===== src/rtl/fir_gain_pkg.sv =====
// fir_gain_pkg: shared widths, flag pipeline depth and sequencer state encoding for the fir_gain path
package fir_gain_pkg;
    localparam int COEBITWIDTH = 16;
    localparam int MANTBITWIDTH = 16;
    localparam int EXPBITWIDTH = 4;
    localparam int FLAG_PIPE_DEPTH = 7;
    typedef enum logic [2:0] {
        ST_IDLE,
        ST_LOAD_EXP,
        ST_LOAD_MANT,
        ST_WAIT_QUIET,
        ST_SYNC,
        ST_ACK
    } cfg_state_t;
endpackage


===== src/rtl/fir_quiet_mon.sv =====
// fir_quiet_mon: saturating flag-free cycle counter that reports when the I/Q datapath has drained
module fir_quiet_mon
    import fir_gain_pkg::*;
#(
    parameter int QUIET_CYCLES = FLAG_PIPE_DEPTH + 1
) (
    input  logic clk,
    input  logic rst,
    input  logic dataI_flag,
    input  logic dataQ_flag,
    output logic quiet
);
    localparam int QW = $clog2(QUIET_CYCLES + 1);
    logic [QW-1:0] qcnt;
    logic          flag;
    assign flag = dataI_flag || dataQ_flag;
    // Count consecutive flag-free cycles, holding once the pipeline depth plus margin is covered
    always_ff @(posedge clk or negedge rst) begin
        if (!rst)
            qcnt <= '0;
        else if (flag)
            qcnt <= '0;
        else if (qcnt != QW'(QUIET_CYCLES))
            qcnt <= qcnt + QW'(1);
    end
    assign quiet = (qcnt == QW'(QUIET_CYCLES)) && !flag;
endmodule


===== src/rtl/fir_gain_cfg_ctrl.sv =====
// fir_gain_cfg_ctrl: shifts a host {exponent, mantissa} update into fir_gain and syncs it once the datapath is quiet
module fir_gain_cfg_ctrl
    import fir_gain_pkg::*;
#(
    parameter int COEBITWIDTH  = fir_gain_pkg::COEBITWIDTH,
    parameter int MANTBITWIDTH = fir_gain_pkg::MANTBITWIDTH,
    parameter int EXPBITWIDTH  = fir_gain_pkg::EXPBITWIDTH,
    parameter int QUIET_CYCLES = FLAG_PIPE_DEPTH + 1,
    parameter int MAX_WAIT     = 1024
) (
    input  logic                    clk,
    input  logic                    rst,
    input  logic                    cfg_req,
    input  logic                    cfg_force,
    input  logic [EXPBITWIDTH-1:0]  cfg_exp,
    input  logic [MANTBITWIDTH-1:0] cfg_mant,
    output logic                    cfg_busy,
    output logic                    cfg_ack,
    output logic                    cfg_timeout,
    output logic [EXPBITWIDTH-1:0]  gain_exp_q,
    output logic [MANTBITWIDTH-1:0] gain_mant_q,
    input  logic                    dataI_flag,
    input  logic                    dataQ_flag,
    output logic                    firgain_indicator,
    output logic [COEBITWIDTH-1:0]  firgain_param,
    output logic                    config_sync
);
    localparam int WW = (MAX_WAIT > 1) ? $clog2(MAX_WAIT) : 1;
    cfg_state_t              state, state_d;
    logic [EXPBITWIDTH-1:0]  exp_s;
    logic [MANTBITWIDTH-1:0] mant_s;
    logic                    force_s;
    logic                    to_m;
    logic [WW-1:0]           wcnt;
    logic                    quiet;
    logic                    wait_done;
    fir_quiet_mon #(.QUIET_CYCLES(QUIET_CYCLES)) u_quiet (
        .clk        (clk),
        .rst        (rst),
        .dataI_flag (dataI_flag),
        .dataQ_flag (dataQ_flag),
        .quiet      (quiet)
    );
    assign wait_done = (wcnt == WW'(MAX_WAIT - 1));
    // Next-state decode; requests are only looked at in IDLE
    always_comb begin
        state_d = state;
        case (state)
            ST_IDLE:       state_d = cfg_req ? ST_LOAD_EXP : ST_IDLE;
            ST_LOAD_EXP:   state_d = ST_LOAD_MANT;
            ST_LOAD_MANT:  state_d = ST_WAIT_QUIET;
            ST_WAIT_QUIET: state_d = (quiet || force_s || wait_done) ? ST_SYNC : ST_WAIT_QUIET;
            ST_SYNC:       state_d = ST_ACK;
            ST_ACK:        state_d = ST_IDLE;
            default:       state_d = ST_IDLE;
        endcase
    end
    // State, shadows, wait counter and Moore outputs registered from the next state
    always_ff @(posedge clk or negedge rst) begin
        if (!rst) begin
            state             <= ST_IDLE;
            exp_s             <= '0;
            mant_s            <= '0;
            force_s           <= 1'b0;
            to_m              <= 1'b0;
            wcnt              <= '0;
            cfg_busy          <= 1'b0;
            cfg_ack           <= 1'b0;
            cfg_timeout       <= 1'b0;
            gain_exp_q        <= '0;
            gain_mant_q       <= '0;
            firgain_indicator <= 1'b0;
            firgain_param     <= '0;
            config_sync       <= 1'b0;
        end else begin
            state <= state_d;
            if (state == ST_IDLE && cfg_req) begin
                exp_s   <= cfg_exp;
                mant_s  <= cfg_mant;
                force_s <= cfg_force;
                to_m    <= 1'b0;
            end
            if (state == ST_WAIT_QUIET && wait_done && !quiet && !force_s)
                to_m <= 1'b1;
            wcnt              <= (state == ST_WAIT_QUIET) ? wcnt + WW'(1) : '0;
            cfg_busy          <= state_d != ST_IDLE;
            cfg_ack           <= state_d == ST_ACK;
            cfg_timeout       <= (state_d == ST_ACK) && to_m;
            firgain_indicator <= (state_d == ST_LOAD_EXP) || (state_d == ST_LOAD_MANT);
            firgain_param     <= (state_d == ST_LOAD_EXP)  ? COEBITWIDTH'(cfg_exp) :
                                 (state_d == ST_LOAD_MANT) ? COEBITWIDTH'(mant_s) : '0;
            config_sync       <= state_d == ST_SYNC;
            if (state_d == ST_SYNC) begin
                gain_exp_q  <= exp_s;
                gain_mant_q <= mant_s;
            end
        end
    end
endmodule


===== config.mk =====
export PLATFORM = sky130hd
export DESIGN_NAME = fir_gain_cfg_ctrl
export DESIGN_NICKNAME = d
export VERILOG_FILES = /design/src/rtl/fir_gain_pkg.sv /design/src/rtl/fir_quiet_mon.sv /design/src/rtl/fir_gain_cfg_ctrl.sv
export SDC_FILE = /design/constraint.sdc
export NUM_CORES = 1
export LEC_CHECK = 0
export ABC_AREA = 1
export CELL_PAD_IN_SITES_DETAIL_PLACEMENT = 0
export CELL_PAD_IN_SITES_GLOBAL_PLACEMENT = 1
export CORE_ASPECT_RATIO = 1.25
export CORE_MARGIN = 4
export CORE_UTILIZATION = 38
export CTS_CLUSTER_DIAMETER = 120
export DETAILED_ROUTE_END_ITERATION = 8
export HOLD_SLACK_MARGIN = 0.03
export PLACE_DENSITY_LB_ADDON = 0.1
export SETUP_SLACK_MARGIN = 0.05
export SKIP_CTS_REPAIR_TIMING = 1
export SYNTH_ARGS = -nofsm -noshare
export SYNTH_HDL_FRONTEND = slang
export SYNTH_SLANG_ARGS = --single-unit
export TNS_END_PERCENT = 1

===== constraint.sdc =====
create_clock -name clk -period 1.7 [get_ports clk]
set_input_delay 0.34 -clock clk [delete_from_list [all_inputs] [get_ports clk]]
set_output_delay 0.34 -clock clk [all_outputs]
set_load 0.005 [all_outputs]

==> flow_metrics.tcl <==
set metrics [dict create \
    status "complete, no violations" \
    synthArstFlopShare_pct 100 \
    slew_headroom_pct 74.3 \
    placementRows 37 \
    synth_edf_count 0 \
    p_leak_nw 2.02 \
    post-place-ws_ns 0.0199 \
    drive_gt1_share_pct 10.2 \
    synth_top_area_share_pct 62.8 \
    finalCritPeriodShare_pct 93.0 \
    vias_per_cell 4.69 \
    die-area_mm2 0.00992 \
    worst_pin_slew_ns 0.386 \
    finalHoldViolCount 0 \
    htreeDepth 3 \
    cp-end-kind "output pin" \
    rsz0062_at_grt "false" \
    die_x_um 89.9 \
    synth.yosys.seq_area_share_pct 62.8 \
    cp_slowest_cell "clkdlybuf4s50_1" \
    wirelength_um 6710 \
    netlist_instances 331 \
    synth_warnings 0 \
    setup_viol 0 \
    cts_tree "yes" \
    grt_overflow_total 0 \
    yosys.area.top_type "dfrtp_1" \
    p_sw_mw 2.20 \
    synthesis.area_mm2 0.00319 \
    grt_pass1_wl_um 11400 \
    drc 0 \
    coreArea_mm2 0.00819 \
    worstSetupPathType "reg -> out" \
    combPwrFrac_pct 36.1 \
    drt_iter0_drc 126 \
    syn_area_per_cell_um2 9.63 \
    hold_slack_ns 0.461 \
    crit_fanout 2 \
    fin_ws_ns 0.119 \
    n_antenna_cell 0 \
    cts_buffers 9 \
    grt_antenna_before_repair 0 \
    p_int_mw 4.44 \
    clk_pin_slew_ns 0.08 \
    fin_crit_ns 1.58 \
    ant_nets 0 \
    crit_family "buffers and inverters" \
    io_pins 67 \
    place_congestion 0.778 \
    ys.flop_type "dfrtp_1" \
    ys_types 25 \
    n_fill_cell 769 \
    cts.sinks 80 \
    grt_pass1_vias 2366 \
    yosys_register_bits 80 \
    clock_skew_ns 0.0113 \
    grt_max_degree 41 \
    initial_core_util_pct 38.9 \
    clockRootBuffer "clkbuf_8" \
    crit_chain "clkdlybuf4s50_1" \
    seqPwrFrac_pct 43.7 \
    grt_use_total_pct 14.7 \
    critPathMaxStageDelay_ns 0.53 \
    hpwl_um 4710 \
    tns_ns 0 \
    yosysMostFrequentCell "nand2_1" \
    clk_latency_ns 0.34 \
    crit_arrival_ns 1.24 \
    slew_violations 0 \
    syn_to_final_growth_pct 31.7 \
    powerDensity_mw_per_mm2 1580 \
    vdd_ir_drop_max_uv 586 \
    synth_common_cells "94 x nand2_1, 80 x dfrtp_1, 34 x inv_1" \
    drv_cap 0 \
    synth_area_leaders "dfrtp_1 63%, nand2_1 11%, nand3_1 4.4%" \
    worstSetupStartpointType "flop" \
    fp.dieH_um 110 \
    swShare_pct 33.1 \
    clock_power_share_pct 20.2 \
    wire_per_inst_um 13.2 \
    synth_nets 360 \
    fmax_mhz 633 \
    via_count 2386 \
    nets 437 \
    worst-path-buf-inv 1 \
    dr.pass1.iters 4 \
    hold_path_class "in -> async" \
    io_buffers 66 \
    clk_path_buf_depth 2 \
    required_ns 1.36 \
]
## worst paths after layout
check / from / endpoint / slack, ns / cells after the start
max: gain_exp_q[0] / gain_exp_q[0] / 0.12 / 1
min: rst / config_sync / 0.46 / 2
max reg2reg: u_quiet.qcnt[0] / gain_mant_q[8] / 0.20 / 9
min reg2reg: wcnt[0] / wcnt[0] / 0.46 / 1
max in group asynchronous: rst / cfg_ack / 0.68 / 3
min in group clk: wcnt[0] / wcnt[0] / 0.46 / 1
## cells in the final DEF, fill, tap and decap left out, types with 2 or more instances in the layout
cell             netlist  routed
nor2_4                 4       4
a21oi_1                6       6
nand3_1               28      28
nand2_2                4       4
ha_1                   3       3
inv_1                 34      34
nor2_1                25      24
buf_4                  4       9
buf_12                 0       2
clkbuf_8               0      10
nand2_1               94      94
inv_2                  2       2
clkdlybuf4s50_1        0      65
clkinv_2               0       3
o21ai_0               27      27
nor2_2                 1       2
dfrtp_1               80      80
## per-stage QoR
step           power, mW  cells  utilization, %  cell area [um2]
2_1_floorplan       4.12    331               -             3190
3_3_place_gp        5.33    493            48.7             3990
3_5_place_dp        5.36    493            48.7             3990
4_1_cts             6.73    508            50.9             4170
5_1_grt             7.18    509            51.2             4200
6_report            6.64    509            51.2             4200
## routing by layer
metal	track usage, %	share of wire (%)	vias up
met5	0	0	-
met4	7.00	2.0	0
met3	4.01	5.7	11
met2	23.0	47	71
met1	19.2	45	1115
li1	-	-	1189
## power by group through the flow
stage                     Sequential, mW  Clock [mW]  Combinational, mW
after floorplan                     2.91           0               1.20
after global placement              2.95           0               2.38
after detailed placement            2.96           0               2.41
after CTS                           2.92        1.38               2.42
after global routing                2.99        1.46               2.73
final                               2.90        1.34               2.39
## logic make-up after synthesis
family,Yosys count,synth area share [%]
xor gates and xnor gates,1,0.275
DFF,80,62.8
buffers and inverters,48,7.03
and+or+nand+nor,162,22.7
AOI/OAI and AO/OA,37,5.97
adders and majority gates,3,1.18
## area by class of cell
class	instances	area (um2)	area share, %
timing repair buffer	78	779	18.6
tap	97	121	2.89
inverter	36	135	3.22
multi-input combinational	203	972	23.2
clock buffer	11	141	3.37
sequential	80	2000	47.7
clock inverter	4	45.0	1.07
## flip-flops by register name, summed over array words and instances (netlist names), 3 cells and up
| name | count |
|---|---|
| exp_s | 4 |
| firgain_param | 16 |
| gain_exp_q | 4 |
| gain_mant_q | 16 |
| mant_s | 16 |
| state | 3 |
| u_quiet.qcnt | 4 |
| wcnt | 10 |
(Power assumes the default switching activity.)
